### config.mk
export PLATFORM = sky130hd
export DESIGN_NAME = seed_selector_m
export DESIGN_NICKNAME = d
export VERILOG_FILES = /design/src/rtl/seed_selector_m.sv
export SDC_FILE = /design/constraint.sdc
export NUM_CORES = 1
export LEC_CHECK = 0
export ABC_AREA = 1
export CORE_ASPECT_RATIO = 1.25
export CORE_MARGIN = 8
export CORE_UTILIZATION = 25
export CTS_CLUSTER_DIAMETER = 150
export DETAILED_ROUTE_END_ITERATION = 16
export SYNTH_ARGS = -nofsm -noshare
export SYNTH_HDL_FRONTEND = slang
export SYNTH_SLANG_ARGS = --single-unit
### constraint.sdc
create_clock -name clock -period 1.43 [get_ports clock]
set_input_delay 0.286 -clock clock [delete_from_list [all_inputs] [get_ports clock]]
set_output_delay 0.286 -clock clock [all_outputs]
set_load 0.05 [all_outputs]
### src/rtl/seed_selector_m.sv
// Seed selection for the game datapath: button navigation over a seed ROM, load, lock.
// Optional macro SEED_PREV_BTN_EN compiles in the "previous seed" button and decrement path.
module seed_selector_m #(
  parameter int N_SEEDS = 20,
  parameter int ADDR_W  = 5,
  parameter int SEED_W  = 10
) (
  input  logic              clock,
  input  logic              rst_global,
  input  logic              btn_next,
  input  logic              btn_prev,
  input  logic              zera,
  input  logic              load_req,
  output logic [ADDR_W-1:0] rom_addr,
  input  logic [SEED_W-1:0] rom_data,
  output logic [ADDR_W-1:0] seed_addr,
  output logic [SEED_W-1:0] seed_out,
  output logic              seed_valid,
  output logic              load_ack
);

  localparam logic [1:0] ST_IDLE   = 2'd0;
  localparam logic [1:0] ST_FETCH  = 2'd1;
  localparam logic [1:0] ST_LOCKED = 2'd2;

  localparam logic [ADDR_W-1:0] ADDR_LAST = ADDR_W'(N_SEEDS - 1);
  localparam logic [ADDR_W-1:0] ADDR_ONE  = ADDR_W'(1);

  logic [1:0]        state_q, state_d;
  logic [ADDR_W-1:0] addr_q, addr_d;
  logic [SEED_W-1:0] seed_q, seed_d;
  logic              valid_q, valid_d;
  logic              ack_q, ack_d;
  logic              btn_next_q, btn_next_d;
  logic              next_edge;
  logic              prev_edge;
  logic [ADDR_W-1:0] addr_inc;
  logic [ADDR_W-1:0] nav_addr;

  assign btn_next_d = btn_next;
  assign next_edge  = btn_next & ~btn_next_q;

  // Wrap is an explicit compare so non-power-of-two banks never alias.
  assign addr_inc = (addr_q == ADDR_LAST) ? '0 : addr_q + ADDR_ONE;

`ifdef SEED_PREV_BTN_EN
  logic              btn_prev_q, btn_prev_d;
  logic [ADDR_W-1:0] addr_dec;

  assign btn_prev_d = btn_prev;
  assign prev_edge  = btn_prev & ~btn_prev_q;
  assign addr_dec   = (addr_q == '0) ? ADDR_LAST : addr_q - ADDR_ONE;

  always_ff @(posedge clock or posedge rst_global) begin
    if (rst_global) btn_prev_q <= 1'b0;
    else            btn_prev_q <= btn_prev_d;
  end

  // Opposing edges in the same cycle cancel out.
  always_comb begin
    nav_addr = addr_q;
    if (next_edge && !prev_edge)      nav_addr = addr_inc;
    else if (prev_edge && !next_edge) nav_addr = addr_dec;
  end
`else
  logic unused_btn_prev;

  assign unused_btn_prev = btn_prev;
  assign prev_edge       = 1'b0;

  always_comb begin
    nav_addr = addr_q;
    if (next_edge) nav_addr = addr_inc;
  end
`endif

  always_comb begin
    state_d = state_q;
    addr_d  = addr_q;
    seed_d  = seed_q;
    valid_d = valid_q;
    ack_d   = 1'b0;
    if (zera) begin
      state_d = ST_IDLE;
      addr_d  = '0;
      seed_d  = '0;
      valid_d = 1'b0;
    end else begin
      case (state_q)
        ST_IDLE: begin
          // A load request freezes the address; same-cycle edges are dropped.
          if (load_req) state_d = ST_FETCH;
          else          addr_d  = nav_addr;
        end
        ST_FETCH: begin
          seed_d  = rom_data;
          valid_d = 1'b1;
          ack_d   = 1'b1;
          state_d = ST_LOCKED;
        end
        ST_LOCKED: ;
        default: state_d = ST_IDLE;
      endcase
    end
  end

  always_ff @(posedge clock or posedge rst_global) begin
    if (rst_global) begin
      state_q    <= ST_IDLE;
      addr_q     <= '0;
      seed_q     <= '0;
      valid_q    <= 1'b0;
      ack_q      <= 1'b0;
      btn_next_q <= 1'b0;
    end else begin
      state_q    <= state_d;
      addr_q     <= addr_d;
      seed_q     <= seed_d;
      valid_q    <= valid_d;
      ack_q      <= ack_d;
      btn_next_q <= btn_next_d;
    end
  end

  assign rom_addr   = addr_q;
  assign seed_addr  = addr_q;
  assign seed_out   = seed_q;
  assign seed_valid = valid_q;
  assign load_ack   = ack_q;

endmodule

==> results.cfg <==
[outcome]
outcome = finished, final reports clean

[finish]
final_cell_mix = nand2_1 (26), buf_12 (22), dfrtp_1 (18)
design_area_um2 = 1580
multi_input_area_um2 = 277
diodes = 0
area_growth_pct = 75.6
mostFrequentLayoutCell = nand2_1
register_area_um2 = 503
finalNetCount = 164
layout-drive-gt1-share_pct = 26.2
nFillCells = 336

[logic_synthesis]
synthCells = 105
ys_types = 17
netlist_area_um2 = 901
syn_area_per_cell_um2 = 8.58
yosysWarnings = 0
seq_area_frac_synth_pct = 55.6
ys_seq_elements = 20
synth_fp_nets = 122

[sta]
finalWorstSetupSlack_ns = 0.119
hold_viol_final = 0
worstMarginPinSlew_ns = 0.322
setup_viol = 0
max_freq_ghz = 0.763
finalCritPeriodShare_pct = 91.7
rsz0062_at_grt = false
fin_tns_setup_ns = 0
maxSlewViolCount = 0
fin_skew_ns = 0.000961
post-route-min-period_ns = 1.31
slew_headroom_pct = 78.4

[clock_network]
cts_resized = 0
cts.sinks = 20
post_cts_buffers = 0
clk_pin_slew_ns = 0.07
cts_tree = built
cts_root_buf = clkbuf_8
cts_hold_buf = 0
ctsHtreeMaxLevel = 1
clk_path_buf_depth = 2
clk_latency_ns = 0.25
cts_made_buffers = 3

[worst_setup_path]
max_stage_delay_ns = 0.45
timing.critical_path.buf_inv = 2
critical_path_arrival_ns = 1.02
worst-path-max-fanout = 7
critical_path.slowest_cell = dfrtp_1
critPathTopFamily = flip-flops
crit_type = reg -> out
cp-start-kind = flip-flop
path_cells = buf_4, buf_12
cp.required_ns = 1.14
end_kind = primary output

[die]
io_pins = 38
fp-row-count = 24
die_area_um2 = 5790
die_y_um = 83.1
core_um2 = 3480
die_w_um = 69.7
start_util_pct = 25.9

[grt]
grt_pass1_vias = 828
overflow = 0
grt_pass1_wl_mm = 3.72
grt_util_all_layers_pct = 7.72
grt_max_degree = 21
grt_antenna_before_repair = 0

[place]
dp_slack_ns = 0.0140
hpwl_mm = 1.78
gp_congestion = 0.763
io_buffers = 36
dpl_cell_area_um2 = 1540

[drt]
dr.first_iter.drc_count = 23
first_pass_iters = 4
num_vias = 798
totalWireLength_mm = 2.18
drc_errors = 0
avgViaCountPerCell = 4.34
ant_nets = 0
avgRoutedWirePerCell_um = 11.8

[power]
finalPower_w = 0.00138
p_leak_nw = 0.752
power.density_nw_per_um2 = 876
vdd_ir_drop_max_mv = 0.431

[worst_hold_path]
min_path_type = in -> async

[flow_run]
maxCapViolations = 0
==> layer usage <==
metal | share of wire, % | track usage [%] | wire length (µm)
met3 | 7.8 | 3.81 | 170
met5 | 0 | 0 | 0
met2 | 51 | 13.9 | 1110
met1 | 39 | 6.90 | 850
met4 | 2.1 | 3.85 | 45
==> worst min-delay path, cell delays in order <==
cell and delay [ns]:
clkdlybuf4s50_1 0.39, inv_1 0.05, buf_4 0.26
==> cell usage after synthesis <==
master | n | share of area [%]
inv_2 | 2 | 0.83
nor3_1 | 2 | 1.1
buf_6 | 1 | 1.2
clkbuf_1 | 1 | 0.42
nand2_1 | 26 | 11
o21ai_0 | 10 | 5.6
xnor2_1 | 2 | 1.9
a21oi_1 | 2 | 1.1
dfrtp_1 | 20 | 56
nand3_1 | 8 | 4.4
buf_4 | 5 | 4.2
ha_1 | 1 | 1.4
o21ai_2 | 1 | 0.97
nor2_1 | 5 | 2.1
o21ai_1 | 1 | 0.56
nand4_1 | 1 | 0.69
inv_1 | 17 | 7.1
==> power by group <==
| group | internal, W | leakage [nW] | switching, W |
|---|---|---|---|
| registers | 0.000603 | 0.261 | 0.0000371 |
| clock network | 0.000187 | 0.0216 | 0.000167 |
| logic | 0.000189 | 0.470 | 0.000202 |
==> registers in the layout, indices dropped and copies added (netlist names) <==
signal,flops
btn_next_q,1
seed_out,10
seed_valid,1
rom_addr,5
state_q,2
load_ack,1
==> worst paths after layout <==
| kind | start | slack [ns] | to | cells past startpoint |
|---|---|---|---|---|
| min reg2reg | state_q[0]$_DFFE_PP0P_ | 0.49 | state_q[1]$_DFFE_PP0P_ | 1 |
| max in group asynchronous | rst_global | 0.85 | rom_addr[0]$_DFFE_PP0P_ | 3 |
| max reg2reg | rom_addr[0]$_DFFE_PP0P_ | 0.18 | rom_addr[4]$_DFFE_PP0P_ | 6 |
| min in group clock | state_q[0]$_DFFE_PP0P_ | 0.49 | state_q[1]$_DFFE_PP0P_ | 1 |
| min | rst_global | 0.35 | load_ack$_DFF_PP0_ | 3 |
| max | rom_addr[2]$_DFFE_PP0P_ | 0.12 | rom_addr[2] | 2 |
==> through the flow <==
stage | instances | util (%) | hold slack, ns
2_1_floorplan | 105 | - | 0.250
3_3_place_gp | 181 | 44.2 | 0.465
6_report | 184 | 45.4 | 0.351
3_5_place_dp | 181 | 44.2 | 0.486
4_1_cts | 184 | 45.4 | 0.360
5_1_grt | 184 | 45.4 | 0.378
==> kinds of logic after synthesis <==
family,after synthesis,synth area share (%)
AND/OR/NAND/NOR,42,19.2
buffers and inverters,26,13.8
flip-flops,20,55.6
AO/OA/AOI/OAI,14,8.19
XOR/XNOR,2,1.94
adder cells (fa/ha/maj),1,1.39
==> cell type report <==
type | count | area share (%)
inverters | 19 | 4.51
flip-flops and latches | 20 | 31.8
repair buffers | 44 | 40.5
clock buffers | 3 | 2.61
multi-input cells | 59 | 17.5
well taps | 39 | 3.09
Power figures use the tool's default switching activity.
